## config.mk

```make
export PLATFORM = sky130hd
export DESIGN_NAME = branch_predictor
export DESIGN_NICKNAME = d
export VERILOG_FILES = /design/src/rtl/branch_predictor.sv
export SDC_FILE = /design/constraint.sdc
export NUM_CORES = 2
export LEC_CHECK = 0
export BUFFER_PORTS_ARGS = -buffer_cell sky130_fd_sc_hd__buf_2
export CAP_MARGIN = 20
export CORE_MARGIN = 3
export CORE_UTILIZATION = 53
export CTS_CLUSTER_SIZE = 16
export DETAILED_ROUTE_END_ITERATION = 7
export PLACE_DENSITY_LB_ADDON = 0.15
export SLEW_MARGIN = 10
export SYNTH_ARGS = -nofsm -noshare
export SYNTH_HDL_FRONTEND = slang
export SYNTH_SLANG_ARGS = --single-unit
```

## constraint.sdc

```tcl
create_clock -name clk -period 4.6 [get_ports clk]
set_clock_uncertainty 0.15 [all_clocks]
set_input_delay 0.46 -clock clk [delete_from_list [all_inputs] [get_ports clk]]
set_output_delay 0.46 -clock clk [all_outputs]
set_load 0.02 [all_outputs]
```

## src/rtl/branch_predictor.sv

```systemverilog
// IF-stage direct-mapped BTB with 2-bit counters, trained and checked at EX.
// Optional return-address stack enabled by defining BRANCH_PREDICTOR_RAS_EN.
module branch_predictor #(
    parameter int ENTRIES   = 16,
    parameter int RAS_DEPTH = 4
) (
    input  logic        clk,
    input  logic        resetn,
    input  logic        if_valid,
    input  logic [31:0] if_pc,
    input  logic        if_flush,
    output logic        pred_valid,
    output logic        pred_taken,
    output logic [31:0] pred_target,
    input  logic        ex_valid,
    input  logic        ex_is_bj,
    input  logic [31:0] ex_pc,
    input  logic        ex_branch,
    input  logic [31:0] ex_target,
    input  logic        ex_pred_taken,
    input  logic [31:0] ex_pred_target,
    input  logic        ex_is_call,
    input  logic        ex_is_ret,
    output logic        redirect_valid,
    output logic [31:0] redirect_pc
);

    localparam int IDX_W = $clog2(ENTRIES);
    localparam int TAG_W = 30 - IDX_W;

    logic [ENTRIES-1:0] r_valid;
    logic [ENTRIES-1:0] r_is_ret;
    logic [TAG_W-1:0]   r_tag    [ENTRIES];
    logic [31:0]        r_target [ENTRIES];
    logic [1:0]         r_cnt    [ENTRIES];

    logic        r_pred_valid;
    logic        r_pred_taken;
    logic [31:0] r_pred_target;
    logic        r_redirect_valid;
    logic [31:0] r_redirect_pc;

    logic [IDX_W-1:0] w_if_idx;
    logic [TAG_W-1:0] w_if_tag;
    logic             w_if_hit;
    logic             w_if_taken;
    logic [31:0]      w_if_tgt;
    logic [31:0]      w_if_stored;

    logic [IDX_W-1:0] w_ex_idx;
    logic [TAG_W-1:0] w_ex_tag;
    logic             w_ex_upd;
    logic             w_ex_hit;
    logic             w_mispredict;
    logic [31:0]      w_ex_fall;

    assign w_if_idx    = if_pc[IDX_W+1:2];
    assign w_if_tag    = if_pc[31:IDX_W+2];
    assign w_if_hit    = r_valid[w_if_idx] && (r_tag[w_if_idx] == w_if_tag);
    assign w_if_taken  = w_if_hit && r_cnt[w_if_idx][1];
    assign w_if_stored = r_target[w_if_idx];

    assign w_ex_idx  = ex_pc[IDX_W+1:2];
    assign w_ex_tag  = ex_pc[31:IDX_W+2];
    assign w_ex_upd  = ex_valid && ex_is_bj;
    assign w_ex_hit  = r_valid[w_ex_idx] && (r_tag[w_ex_idx] == w_ex_tag);
    assign w_ex_fall = ex_pc + 32'd4;

    assign w_mispredict = w_ex_upd &&
        ((ex_branch != ex_pred_taken) ||
         (ex_branch && (ex_target != ex_pred_target)));

`ifdef BRANCH_PREDICTOR_RAS_EN
    localparam int RP_W = (RAS_DEPTH > 1) ? $clog2(RAS_DEPTH) : 1;
    localparam int CW   = RP_W + 1;

    logic [31:0]   r_ras [RAS_DEPTH];
    logic [RP_W-1:0] r_ras_ptr;
    logic [CW-1:0]   r_ras_cnt;
    logic [RP_W-1:0] w_ras_top;
    logic [RP_W-1:0] w_ras_nxt;

    assign w_ras_top = (r_ras_ptr == '0) ? RP_W'(RAS_DEPTH - 1)
                                         : r_ras_ptr - 1'b1;
    assign w_ras_nxt = (r_ras_ptr == RP_W'(RAS_DEPTH - 1)) ? '0
                                                           : r_ras_ptr + 1'b1;

    // Return entries prefer the live stack top; empty stack falls back.
    assign w_if_tgt = (r_is_ret[w_if_idx] && (r_ras_cnt != '0))
                    ? r_ras[w_ras_top] : w_if_stored;

    always_ff @(posedge clk or negedge resetn) begin
        if (!resetn) begin
            r_ras_ptr <= '0;
            r_ras_cnt <= '0;
            for (int i = 0; i < RAS_DEPTH; i++) begin
                r_ras[i] <= '0;
            end
        end else if (w_ex_upd) begin
            if (ex_is_call) begin
                r_ras[r_ras_ptr] <= w_ex_fall;
                r_ras_ptr        <= w_ras_nxt;
                if (r_ras_cnt != CW'(RAS_DEPTH)) begin
                    r_ras_cnt <= r_ras_cnt + 1'b1;
                end
            end else if (ex_is_ret && (r_ras_cnt != '0)) begin
                r_ras_ptr <= w_ras_top;
                r_ras_cnt <= r_ras_cnt - 1'b1;
            end
        end
    end
`else
    logic w_unused;
    assign w_if_tgt = w_if_stored;
    assign w_unused = ex_is_call ^ (^r_is_ret) ^ RAS_DEPTH[0];
`endif

    always_ff @(posedge clk or negedge resetn) begin
        if (!resetn) begin
            r_valid  <= '0;
            r_is_ret <= '0;
            for (int i = 0; i < ENTRIES; i++) begin
                r_tag[i]    <= '0;
                r_target[i] <= '0;
                r_cnt[i]    <= 2'b01;
            end
        end else if (w_ex_upd) begin
            if (w_ex_hit) begin
                if (ex_branch) begin
                    r_target[w_ex_idx] <= ex_target;
                    if (r_cnt[w_ex_idx] != 2'b11) begin
                        r_cnt[w_ex_idx] <= r_cnt[w_ex_idx] + 2'd1;
                    end
                end else if (r_cnt[w_ex_idx] != 2'b00) begin
                    r_cnt[w_ex_idx] <= r_cnt[w_ex_idx] - 2'd1;
                end
            end else if (ex_branch) begin
                r_valid[w_ex_idx]  <= 1'b1;
                r_is_ret[w_ex_idx] <= ex_is_ret;
                r_tag[w_ex_idx]    <= w_ex_tag;
                r_target[w_ex_idx] <= ex_target;
                r_cnt[w_ex_idx]    <= 2'b10;
            end
        end
    end

    always_ff @(posedge clk or negedge resetn) begin
        if (!resetn) begin
            r_pred_valid     <= 1'b0;
            r_pred_taken     <= 1'b0;
            r_pred_target    <= '0;
            r_redirect_valid <= 1'b0;
            r_redirect_pc    <= '0;
        end else begin
            r_pred_valid     <= if_valid;
            r_redirect_valid <= w_mispredict;
            if (if_valid) begin
                r_pred_taken  <= w_if_taken;
                r_pred_target <= w_if_taken ? w_if_tgt : if_pc + 32'd4;
            end
            if (w_mispredict) begin
                r_redirect_pc <= ex_branch ? ex_target : w_ex_fall;
            end
        end
    end

    assign pred_valid     = r_pred_valid && !if_flush;
    assign pred_taken     = r_pred_taken;
    assign pred_target    = r_pred_target;
    assign redirect_valid = r_redirect_valid;
    assign redirect_pc    = r_redirect_pc;

endmodule
```

Yosys cells after proc, flatten, opt, wreduce, memory -nomap -nowiden:

Index checks and enable logic that the tools add are counted.

* logic and storage cells: 132
* input port bits: 138
* output and inout port bits: 67
* register bits: 1043

* equal/unequal tests: 6
* magnitude comparators: 6
* add/subtract/negate cells: 4
* bitwise operators: 7
* reductions and logical operators: 17
* mux-type cells: 38

Operator list (number)
* bitwise mux 512 bit: 1
* bitwise mux 416 bit: 1
* 2-to-1 mux 32 bit: 10
* binary-select mux 26 bit (select 4 bit): 2
* 2-to-1 mux 26 bit: 5
* binary-select mux 32 bit (select 4 bit): 1
* demux 32 bit (select 4 bit): 1
* demux 26 bit (select 4 bit): 1
* adder 32 x 3 -> 32 bit (second input constant): 2
* bitwise mux 32 bit: 2
* equality test 26 bit: 2
* != test 32 bit: 1
* OR 16 bit: 2
* bitwise AND 16 bit: 1
* binary-select mux 2 bit (select 4 bit): 2
* NOT 16 bit: 1
* >= comparator 5 bit (second input constant): 2
* less-than comparator 4 x 5 -> 1 bit (second input constant): 2
* 2-to-1 mux 2 bit: 5
* NOT 4 -> 5 bit: 2
* logical AND 1 bit: 9
* binary-select mux 1 bit (select 4 bit): 2
* demux 2 bit (select 4 bit): 1
* nonzero test 2 bit: 3
* other kinds (15): 17

Logic depth before layout (Yosys ltp):

* depth after elaboration: 9
* depth in mapped cells: 15
* gate-level depth less buffers: 9

Worst setup path after synthesis:

OpenSTA, ideal clock, no wires.

* kind: input-to-reg
* start point: in if_pc[2]
* end point: reg r_pred_target[12] (netlist: pred_target[12])
* required time: 4.325 ns
* buffers on the path: 6
* stages: 10
* arrival: 3.840 ns
* slack: 0.485 ns
* cell sequence: buf_2 -> buf_2 -> buf_2 -> clkbuf_1 -> buf_2 -> buf_1 -> mux4_2 -> mux4_2 -> mux2_2 -> mux2_2

* longest elaborated chain between the ends: 8

RTL lines
* start: declaration: RTL line 10 `input logic [31:0] if_pc,`
* NOT 4 -> 5 bit (implied by the code): RTL line 59, 60, 61
* binary-select mux 26 bit (select 4 bit): RTL line 59 `assign w_if_hit = r_valid[w_if_idx] && (r_tag[w_if_idx] == w_if_tag);`
* 2-to-1 mux 26 bit (implied by the code) (2 in series): RTL line 59
* equality test 26 bit: RTL line 59
* logical AND 1 bit: RTL line 59
* logical AND 1 bit: RTL line 60 `assign w_if_taken = w_if_hit && r_cnt[w_if_idx][1];`
* 2-to-1 mux 32 bit *: RTL line 159 `r_pred_target <= w_if_taken ? w_if_tgt : if_pc + 32'd4;`
* end signal: assignment: RTL line 159
* end: declaration: RTL line 39 `logic [31:0] r_pred_target;`

Mark *: on every way between the ends. The rest lies on a longest branch, timed or not. The select of a mux whose other input is x is not followed.
A chain may end at the register's enable or synchronous reset.

Worst setup path after layout:

* start point: in ex_pc[2]
* end point: reg r_tag[59] (netlist bit)

* longest elaborated chain between the ends: 8

RTL lines
* start: declaration: RTL line 17 `input logic [31:0] ex_pc,`
* NOT 4 -> 5 bit (implied by the code): RTL line 66, 140
* binary-select mux 26 bit (select 4 bit): RTL line 66 `assign w_ex_hit = r_valid[w_ex_idx] && (r_tag[w_ex_idx] == w_ex_tag);`
* 2-to-1 mux 26 bit (implied by the code) (2 in series): RTL line 66
* equality test 26 bit: RTL line 66
* logical AND 1 bit: RTL line 66
* NOT 1 bit (no source line)
* AND reduction 3 bit (no source line)
* end signal: indexed assignment: RTL line 140 `r_tag[w_ex_idx] <= w_ex_tag;`
* end: declaration: RTL line 33 `logic [TAG_W-1:0] r_tag [ENTRIES];`

Parallel ways exist; a longest one is shown, timed or not. The select of a mux whose other input is x is not followed.

==> impl_metrics.sql <==
INSERT INTO impl_metrics (metric_group, metric, value, unit) VALUES
('routing', 'drt.antenna.violating_nets', '0', ''),
('global_routing', 'grt_use_total', '33.0', '%'),
('timing', 'setup_violations', '0', ''),
('synthesis', 'synth_seq_cells', '1043', ''),
('cells_and_area', 'num-nets-final', '4476', ''),
('power', 'power_per_cell_area', '403', 'nW/um^2'),
('global_routing', 'grt_start_max_net_pins', '145', ''),
('synthesis', 'fraction_of_synthesis_flops_using_an_asynchronous_set_or_reset_pin', '100', '%'),
('routing', 'detailedRoute.firstPassIterationCount', '5', ''),
('floorplan', 'die_height', '324', 'um'),
('timing', 'worst_slew_margin_rel', '19.3', '%'),
('floorplan', 'starting_utilization_of_the_core_area', '53.9', '%'),
('cells_and_area', 'area_growth_from_synthesis_to_layout', '14.0', '%'),
('clock_network', 'h_tree_depth', '3', ''),
('routing', 'detail_route.drc_violations', '0', ''),
('clock_network', 'tritoncts_buffers', '112', ''),
('synthesis', 'combinational_family_with_the_most_area_after_synthesis', 'multiplexers', ''),
('synthesis', 'synth_simple_gate_area_share', '8.77', '%'),
('timing', 'post-route-min-period', '4120', 'ps'),
('synthesis', 'synth_ff_type', 'sky130_fd_sc_hd__dfrtp_1', ''),
('clock_network', 'clock_latency', '710', 'ps'),
('worst_setup_path', 'crit_path_max_fanout', '30', ''),
('outcome', 'run_status', 'finished, final reports clean', ''),
('floorplan', 'horizontal_extent_of_the_die', '324', 'um'),
('timing', 'max_clock_freq', '242', 'MHz'),
('synthesis', 'synth_enable_flop_cells', '0', ''),
('clock_network', 'cts_setup_buffers', '0', ''),
('floorplan', 'rows', '115', ''),
('run', 'max_cap_violations', '0', ''),
('place', 'place.gp.congestion', '0.940', ''),
('timing', 'worst_pin_slew', '1180', 'ps'),
('routing', 'routed_wire_length_per_instance', '30.1', 'um'),
('synthesis', 'synth_compound_area_share', '2.53', '%'),
('worst_setup_path', 'path_class', 'in2reg', ''),
('timing', 'setup_tns', '0', 'ps'),
('global_routing', 'antenna_found_initial', '16', ''),
('global_routing', 'first_pass_grt_wire_length', '251000', 'um'),
('clock_network', 'clock_tree_from_tritoncts', 'done', ''),
('synthesis', 'synth.yosys.seq_area_share', '48.9', '%'),
('synthesis', 'synth.area.mux_share', '34.3', '%'),
('clock_network', 'root_buffer', 'sky130_fd_sc_hd__clkbuf_16', ''),
('global_routing', 'grt.overflow.total', '0', ''),
('synthesis', 'netlist_area', '53500', 'sq um'),
('floorplan', 'die_area', '105000', 'sq um'),
('cells_and_area', 'fin_util', '61.5', '%'),
('synthesis', 'synth.distinct_cells', '66', ''),
('floorplan', 'num_io_pins', '205', ''),
('worst_setup_path', 'critical_path.startpoint_type', 'input pin', ''),
('clock_network', 'clock_sinks', '1043', ''),
('clock_network', 'max-clock-path-buffers', '3', ''),
('cells_and_area', 'post_layout_inst_area', '60900', 'sq um'),
('power', 'p_leak', '0.0283', 'uW'),
('synthesis', 'synthCells', '4159', ''),
('timing', 'timing.final.crit_share', '89.7', '%'),
('routing', 'dr_total_vias', '36600', ''),
('worst_setup_path', 'critical_path_arrival', '4550', 'ps'),
('synthesis', 'avgSynthCellArea', '12.9', 'sq um'),
('timing', 'hold_viol_final', '0', ''),
('place', 'io_buffers', '202', ''),
('cells_and_area', 'final_cell_count_no_fill', '5718', ''),
('routing', 'drtIter0Drc', '3581', ''),
('global_routing', 'grt_pass1_vias', '37100', ''),
('worst_setup_path', 'timing.critical_path.to_type', 'flip-flop', ''),
('routing', 'postRouteWirelength', '172000', 'um'),
('timing', 'finalHoldWorstSlack', '43.7', 'ps'),
('routing', 'vias_cell', '6.40', ''),
('worst_hold_path', 'min-delay-path-class', 'in2reg', ''),
('timing', 'grt_setup_unrepaired', 'no', ''),
('cells_and_area', 'drive_above_1_share', '37.1', '%'),
('synthesis', 'adder_cell_fraction_of_synth_area', '0.164', '%'),
('synthesis', 'yosys_warnings', '0', ''),
('power', 'vdd_drop_max', '0.327', 'mV'),
('synthesis', 'fraction_of_synthesized_cell_area_in_xor_and_xnor_cells', '2.06', '%'),
('place', 'dp_cell_count', '5480', ''),
('timing', 'final_max_slew_viol_count', '0', ''),
('place', 'hpwlAfterDp', '113000', 'um'),
('floorplan', 'core_area', '99100', 'sq um'),
('place', 'postPlaceCellArea', '56900', 'sq um'),
('synthesis', 'postSynthNetCount', '4304', ''),
('worst_setup_path', 'cp_data_required_time', '5030', 'ps'),
('clock_network', 'clk_transition_reported_paths', '60', 'ps');
-- placed cells by master (no fill, tap or decap), types with 60 or more instances in the layout --
cell type,n
sky130_fd_sc_hd__buf_2,194
sky130_fd_sc_hd__mux2i_1,109
sky130_fd_sc_hd__nand2_1,874
sky130_fd_sc_hd__mux2_2,576
sky130_fd_sc_hd__mux4_2,374
sky130_fd_sc_hd__buf_4,143
sky130_fd_sc_hd__buf_12,60
sky130_fd_sc_hd__clkbuf_16,112
sky130_fd_sc_hd__mux2_1,157
sky130_fd_sc_hd__nor2_1,74
sky130_fd_sc_hd__xnor2_1,77
sky130_fd_sc_hd__dfrtp_1,1027
-- final cells by class --
type,count,area (sq um)
Inverter,24,90.1
Clock inverter,39,505
Tap cell,1287,1610
Fill cell,7713,38200
Clock buffer,166,3270
Sequential cell,1043,26100
Multi-Input combinational cell,2723,25800
Timing Repair Buffer,427,3570
Antenna cell,9,22.5
-- path summary, 6_finish.rpt --
check | startpoint | endpoint | slack [ps] | depth (start not counted)
hold / removal | ex_target[4] | r_target[132]$_DFFE_PN0P_ | 40 | 3
setup / recovery | ex_pc[2] | r_tag[59]$_DFFE_PN0P_ | 480 | 14
setup reg to reg | r_tag[302]$_DFFE_PN0P_ | r_tag[59]$_DFFE_PN0P_ | 550 | 12
min in group asynchronous | resetn | r_target[488]$_DFFE_PN0P_ | 200 | 2
hold reg to reg | r_target[440]$_DFFE_PN0P_ | r_target[440]$_DFFE_PN0P_ | 320 | 2
max in group asynchronous | resetn | r_tag[8]$_DFFE_PN0P_ | 2770 | 3
-- power by group --
group	switching, uW	internal (uW)	leakage [uW]
clock network	3850	5370	0.00185
logic	2030	2090	0.0127
registers	791	10400	0.0137
total	6670	17900	0.0283
-- registers in the layout, summed over array words and instances (netlist names) --
signal,count
pred_taken,1
pred_target,32
r_cnt,32
r_pred_valid,1
r_tag,416
r_target,512
r_valid,16
redirect_pc,32
redirect_valid,1
-- cells in the mapped netlist (16+ instances only) --
cell type | n | area, sq um
sky130_fd_sc_hd__a21oi_1 | 34 | 170
sky130_fd_sc_hd__mux2_4 | 38 | 571
sky130_fd_sc_hd__xnor2_1 | 77 | 674
sky130_fd_sc_hd__inv_1 | 22 | 82.6
sky130_fd_sc_hd__mux2_2 | 576 | 6490
sky130_fd_sc_hd__o21ai_0 | 50 | 250
sky130_fd_sc_hd__and3_1 | 16 | 100
sky130_fd_sc_hd__nand3_1 | 43 | 215
sky130_fd_sc_hd__dfrtp_1 | 1027 | 25700
sky130_fd_sc_hd__clkbuf_1 | 250 | 938
sky130_fd_sc_hd__buf_4 | 24 | 180
sky130_fd_sc_hd__mux2_1 | 157 | 1770
sky130_fd_sc_hd__nor3_1 | 25 | 125
sky130_fd_sc_hd__buf_1 | 30 | 113
sky130_fd_sc_hd__a22oi_1 | 16 | 120
sky130_fd_sc_hd__mux2i_1 | 109 | 1090
sky130_fd_sc_hd__mux4_2 | 374 | 8420
sky130_fd_sc_hd__dfstp_2 | 16 | 420
sky130_fd_sc_hd__nor2_1 | 83 | 312
sky130_fd_sc_hd__nand2_1 | 882 | 3310
sky130_fd_sc_hd__xor2_1 | 49 | 429
sky130_fd_sc_hd__o2bb2ai_1 | 16 | 140
sky130_fd_sc_hd__buf_2 | 45 | 225
sky130_fd_sc_hd__buf_6 | 18 | 203
-- metal layers --
layer | track usage (%) | wire [um]
met1 | 44.3 | 68700
met4 | 14.7 | 8390
met2 | 51.0 | 79100
met5 | 0 | 78
met3 | 8.75 | 15900
-- metrics by stage --
step                setup WS, ps  power, uW
floorplan                    485      13800
finish                       475      24500
CTS                          698      24600
global route                 513      25400
global placement           -44.1      15200
detailed placement         -37.6      15400
-- what timing repair did --
| action | 4_1_cts | 5_1_grt |
|---|---|---|
| hold endpoints to repair | 159 | 0 |
| resized for setup | 0 | 0 |
| endpoints found under the setup margin | 0 | 0 |
| hold buffers | 24 | 0 |
-- kinds of logic (layout without fill, tap and decap cells) --
kind of cell	after synthesis	in the layout
adders and majority gates	7	7
AOI/OAI and AO/OA	198	198
DFF	1043	1043
muxes	1254	1254
other	0	9
buffers and inverters	393	656
xor gates and xnor gates	126	126
and+or+nand+nor	1138	1138
-- critical path, cell delays in order --
cell and delay (ps):
sky130_fd_sc_hd__buf_6 400, sky130_fd_sc_hd__buf_12 260, sky130_fd_sc_hd__mux4_2 240, sky130_fd_sc_hd__mux2i_1 130, sky130_fd_sc_hd__a2111oi_0 1060, sky130_fd_sc_hd__nand4b_1 220
sky130_fd_sc_hd__o21ai_1 130, sky130_fd_sc_hd__nand4_1 210, sky130_fd_sc_hd__nor4_4 370, sky130_fd_sc_hd__buf_12 230, sky130_fd_sc_hd__buf_12 160, sky130_fd_sc_hd__nor2_4 70
sky130_fd_sc_hd__buf_12 210, sky130_fd_sc_hd__mux2_1 320
No activity file was read; power rests on OpenSTA's default activity.
